### config.mk
export PLATFORM = sky130hd
export DESIGN_NAME = logic_gate_pipe
export DESIGN_NICKNAME = d
export VERILOG_FILES = /design/src/rtl/logic_gate_pipe.sv
export SDC_FILE = /design/constraint.sdc
export NUM_CORES = 1
export LEC_CHECK = 0
export BUFFER_PORTS_ARGS = -buffer_cell sky130_fd_sc_hd__buf_2
export CORE_MARGIN = 4
export CORE_UTILIZATION = 50
export CTS_CLUSTER_SIZE = 24
export DETAILED_ROUTE_END_ITERATION = 8
export GPL_ROUTABILITY_DRIVEN = 1
export PLACE_DENSITY = 0.73
export SETUP_SLACK_MARGIN = 0.2
export SLEW_MARGIN = 20
export SYNTH_ARGS = -nofsm -noshare
export SYNTH_HDL_FRONTEND = slang
export SYNTH_SLANG_ARGS = --single-unit
### constraint.sdc
create_clock -name clk -period 4.9 [get_ports clk]
set_input_delay 0.98 -clock clk [delete_from_list [all_inputs] [get_ports clk]]
set_output_delay 0.98 -clock clk [all_outputs]
set_load 0.005 [all_outputs]
### src/rtl/logic_gate_pipe.sv
// Bitwise logic unit with a valid/ready handshake and a two-entry output buffer.
// Ports: clk, rst_n (sync, active-low); in_valid/in_ready, a, b, op on the request side;
// out_valid/out_ready, y, zero, parity on the result side; count = results delivered.
module logic_gate_pipe #(
    parameter int WIDTH = 8,
    parameter int CNTW  = 16
) (
    input  logic             clk,
    input  logic             rst_n,
    input  logic             in_valid,
    output logic             in_ready,
    input  logic [WIDTH-1:0] a,
    input  logic [WIDTH-1:0] b,
    input  logic [2:0]       op,
    output logic             out_valid,
    input  logic             out_ready,
    output logic [WIDTH-1:0] y,
    output logic             zero,
    output logic             parity,
    output logic [CNTW-1:0]  count
);

    typedef enum logic [1:0] {
        EMPTY = 2'd0,
        ONE   = 2'd1,
        FULL  = 2'd2
    } state_t;

    state_t state;
    state_t state_nxt;

    logic             accept;
    logic             deliver;
    logic [WIDTH-1:0] res;
    logic             res_zero;
    logic             res_par;
    logic [WIDTH-1:0] skid_y;
    logic             skid_zero;
    logic             skid_par;

    // Both handshake signals come straight from the state register.
    assign out_valid = (state != EMPTY);
    assign in_ready  = (state != FULL);
    assign accept    = in_valid & in_ready;
    assign deliver   = out_valid & out_ready;

    always_comb begin
        res = '0;
        unique case (op)
            3'b000: res = a & b;
            3'b001: res = a | b;
            3'b010: res = a ^ b;
            3'b011: res = ~(a & b);
            3'b100: res = ~(a | b);
            3'b101: res = ~(a ^ b);
            3'b110: res = ~a;
            3'b111: res = a;
            default: res = '0;
        endcase
    end

    assign res_zero = ~|res;
    assign res_par  = ^res;

    always_ff @(posedge clk) begin
        if (!rst_n) begin
            state <= EMPTY;
        end else begin
            state <= state_nxt;
        end
    end

    always_comb begin
        state_nxt = state;
        case (state)
            EMPTY: begin
                if (accept) begin
                    state_nxt = ONE;
                end
            end
            ONE: begin
                if (accept && !deliver) begin
                    state_nxt = FULL;
                end else if (deliver && !accept) begin
                    state_nxt = EMPTY;
                end
            end
            FULL: begin
                // in_ready is low here, so only a delivery can happen.
                if (deliver) begin
                    state_nxt = ONE;
                end
            end
            default: state_nxt = EMPTY;
        endcase
    end

    always_ff @(posedge clk) begin
        if (!rst_n) begin
            y         <= '0;
            zero      <= 1'b1;
            parity    <= 1'b0;
            skid_y    <= '0;
            skid_zero <= 1'b1;
            skid_par  <= 1'b0;
        end else begin
            if (deliver && state == FULL) begin
                y      <= skid_y;
                zero   <= skid_zero;
                parity <= skid_par;
            end else if (accept && (state == EMPTY || deliver)) begin
                y      <= res;
                zero   <= res_zero;
                parity <= res_par;
            end
            // Output register busy and not draining: park the result.
            if (accept && state == ONE && !deliver) begin
                skid_y    <= res;
                skid_zero <= res_zero;
                skid_par  <= res_par;
            end
        end
    end

    always_ff @(posedge clk) begin
        if (!rst_n) begin
            count <= '0;
        end else if (deliver && count != {CNTW{1'b1}}) begin
            count <= count + CNTW'(1);
        end
    end

endmodule

==> run_results.csv <==
group,metric,value,unit
clock_network,worst_setup_hold_path_clk_slew,0.07,ns
placed_design,buffer_ports.inserted,50,
synthesis,postSynthNetCount,375,
floorplan,initial_utilization,0.520,
layout,finalNonFillerCells,440,
sta,hold-worst-slack,0.457,ns
synthesis,synth_simple_gate_area_share,0.216,
global_routing,grt_start_max_net_pins,46,
synthesis,synth_top_family_by_area,"simple AND/OR/NAND/NOR gates",
clock_network,cts_max_level,2,
hold_path,hold-path-endpoint,"y[1]",
hold_path,hold_depth,2,
global_routing,first_global_vias,2031,
sta,tightestPinTransition,0.762,ns
placed_design,dp.cells,432,
synthesis,yosysWarningCount,0,
synthesis,synth.ff_latch_count,38,
layout,sequential_cell_area,761,µm²
floorplan,floorplan.rows,26,
worst_setup_path,timing.critical_path.arrival,3.42,ns
sta,rsz_0062_raised_after_global_routing,"false",
worst_setup_path,regToRegStartpoint,"count[3]",
hold_path,class_of_the_most_critical_hold_timing_path,"reg2reg",
floorplan,die-height,81.4,µm
synthesis,synthesis.instances,330,
floorplan,floorplan.die_area,0.00662,mm²
worst_setup_path,worst_setup_path_end_kind,"flip-flop",
pwr,power.ir.vdd_worst,0.000152,V
placed_design,gp_congestion,0.851,
layout,fillerInstances,484,
placed_design,dp_worst_setup_slack,1.35,ns
sta,slew-limit-headroom,0.492,
synthesis,share_of_the_yosys_chip_area_belonging_to_registers,0.283,
sta,worst_slack,1.64,ns
sta,hold_violations,0,
sta,slew_viol_final,0,
sta,skew,0.00527,ns
layout,antenna_cells,0,
global_routing,groute.usage.overall,0.172,
run,max_cap_viol_count,0,
worst_setup_path,crit_path_start_kind,"input pin",
worst_setup_path,crit_path_max_fanout,45,
clock_network,clk_latency,0.28,ns
sta,finalSetupViolations,0,
detailed_routing,antenna_violating_nets_post_route,0,
worst_setup_path,regToRegSetupSlack,2.87,ns
clock_network,cts.sink_count,38,
layout,layout-area-overhead-vs-synth,12.1,%
synthesis,yosys.area_share.xor_xnor,0.0683,
floorplan,boundaryPins,51,
run_status,run_status,"finished, final reports clean",
worst_setup_path,reg2reg_to,"count[13]",
synthesis,synth_top_flop_cell,"sky130_fd_sc_hd__dfxtp_1",
clock_network,cts.hold.buffers_added,0,
synthesis,yosys-mux-area-fraction,0.0748,
detailed_routing,detail_route.first_pass.iterations,4,
detailed_routing,drt-initial-drc-count,66,
synthesis,yosysUniqueCellTypes,54,
synthesis,mappedNetlistArea,0.00269,mm²
clock_network,post_cts_resized,0,
synthesis,synth.avg_cell_area,8.16,µm²
clock_network,tritoncts.num_buffers,5,
worst_setup_path,r2r.worst_path.cells,6,
global_routing,grt_antenna_before_repair,0,
sta,timing.fmax,306,MHz
layout,post_route_cells_drive_above_1_share,0.197,
clock_network,post_cts_buffers,0,
pwr,total_power_density_per_cell_area,248,mW/mm²
detailed_routing,via_count_of_the_routed_design,2336,
placed_design,detailed_place_hpwl,4.06,mm
global_routing,grt_pass1_wl,9.09,mm
detailed_routing,routed_wl,5.41,mm
clock_network,cts-root-buf,"sky130_fd_sc_hd__clkbuf_8",
pwr,leakage,1.30,nW
hold_path,hold_sp,"y[1]",
detailed_routing,route.detailed.drc,0,
sta,finalSetupTns,0,ns
sta,final_min_period_over_clock_period,0.666,
synthesis,synth_async_sr_flop_share,0,
synthesis,synth_compound_area_frac,0.179,
worst_setup_path,critical_path_required,5.06,ns
layout,multi_input_area,0.00172,mm²
sta,finalWorstPathRequiredPeriod,3.26,ns
global_routing,gr-total-overflow,0,
worst_setup_path,setup.worst_path.class,"in2reg",
detailed_routing,wire_per_inst,12.3,µm
detailed_routing,vias_per_cell,5.31,
layout,layout.nets,414,
synthesis,yosys.area_share.adder,0.102,
synthesis,number_of_enable_flip_flop_cells_after_synthesis,0,
clock_network,tritoncts_clock_tree,"yes",
clock_network,cts-root-to-sink-buffers,2,
floorplan,chipWidth,81.4,µm
floorplan,core_area,0.00517,mm²
## stage by stage
step           instance area (µm²)   util  total power [mW]
2_1_floorplan                 2690      -             0.487
3_3_place_gp                  2930  0.566             0.530
3_5_place_dp                  2930  0.566             0.537
4_1_cts                       3020  0.583             0.759
5_1_grt                       3020  0.583             0.795
6_report                      3020  0.583             0.749
## critical path: stages
cell and delay, ns:
sky130_fd_sc_hd__buf_2 0.57, sky130_fd_sc_hd__nor2_1 0.20, sky130_fd_sc_hd__a22o_1 0.28, sky130_fd_sc_hd__o31a_1 0.31, sky130_fd_sc_hd__nor3_2 0.15, sky130_fd_sc_hd__ha_1 0.27
sky130_fd_sc_hd__xnor2_1 0.14, sky130_fd_sc_hd__xnor2_1 0.21, sky130_fd_sc_hd__o21ai_0 0.11, sky130_fd_sc_hd__mux2i_1 0.15, sky130_fd_sc_hd__nor2_1 0.05
## report_power, final
group	internal (mW)	switching (mW)
combinational	0.0902	0.102
sequential	0.326	0.0113
clock	0.114	0.107
total	0.530	0.219
## worst max-delay path by stage
stage,start,endpoint,slack [ns]
after floorplan,op[0],parity,1.99
after global placement,op[0],parity,1.45
after detailed placement,op[0],parity,1.35
after CTS,op[0],parity,1.64
after global routing,op[0],parity,1.37
final,op[0],parity,1.64
## area by class of cell
type                    instances  area share
flip-flops and latches         38       0.252
multi-input cells             247       0.571
inverters                      26      0.0323
clock inverters                 1     0.00166
clock buffers                   7      0.0286
well taps                      70      0.0290
repair buffers                 51      0.0854
## sequential cells by signal (all words and copies together) (netlist names)
register	cells
skid_zero	1
skid_y	8
count	16
zero	1
parity	1
y	8
state	2
skid_par	1
## cells by family (layout without fill, tap and decap cells)
| family | count (synthesis) | after routing |
|---|---|---|
| AOI/OAI and AO/OA | 74 | 74 |
| xor gates and xnor gates | 21 | 21 |
| adders and majority gates | 22 | 22 |
| buffers and inverters | 45 | 85 |
| DFF | 38 | 38 |
| muxes | 15 | 15 |
| and+or+nand+nor | 115 | 115 |
## metal layers
metal	up-vias	wire, µm	track usage
met2	47	2440	0.276
met4	0	55	0.0456
met5	-	0	0
li1	1223	-	-
met3	6	255	0.0310
met1	1060	2660	0.235
## cell usage in the layout, fill, tap and decap left out, drive strengths merged, types with 2 or more instances in the layout
cell / instances
xor2: 4
o21bai: 2
inv: 25
a21oi: 14
xnor2: 17
or2: 4
o211ai: 6
nor4: 3
and2: 2
nor3: 12
mux4: 4
or3: 2
and3b: 3
o21a: 8
o22ai: 2
nand2: 31
o21ai: 24
clkbuf: 7
nand3: 6
clkinv: 2
nand2b: 2
ha: 22
a211oi: 4
mux2i: 10
dfxtp: 38
nor2b: 2
nand4: 5
and4: 2
nor3b: 2
a22oi: 3
nor2: 32
a31oi: 4
nand3b: 3
buf: 51
## Yosys cell counts (all sizes together), types with 2 or more instances
master | number | share of area
dfxtp | 38 | 0.28
nor2 | 32 | 0.045
nand2 | 31 | 0.043
inv | 25 | 0.035
o21ai | 24 | 0.047
ha | 22 | 0.10
xnor2 | 17 | 0.055
a21oi | 14 | 0.030
buf | 12 | 0.031
nor3 | 12 | 0.024
mux2i | 10 | 0.037
o21a | 8 | 0.022
clkbuf | 7 | 0.010
nand3 | 6 | 0.011
o211ai | 6 | 0.017
nand4 | 5 | 0.012
a211oi | 4 | 0.011
a31oi | 4 | 0.0093
mux4 | 4 | 0.033
or2 | 4 | 0.0093
xor2 | 4 | 0.013
a22oi | 3 | 0.0084
and3b | 3 | 0.0098
nand3b | 3 | 0.0084
nor4 | 3 | 0.0070
and2 | 2 | 0.0046
and4 | 2 | 0.0065
nand2b | 2 | 0.0046
nor2b | 2 | 0.0046
nor3b | 2 | 0.0056
o21bai | 2 | 0.0056
o22ai | 2 | 0.0046
or3 | 2 | 0.0046
No activity file was read; power rests on OpenSTA's default activity.
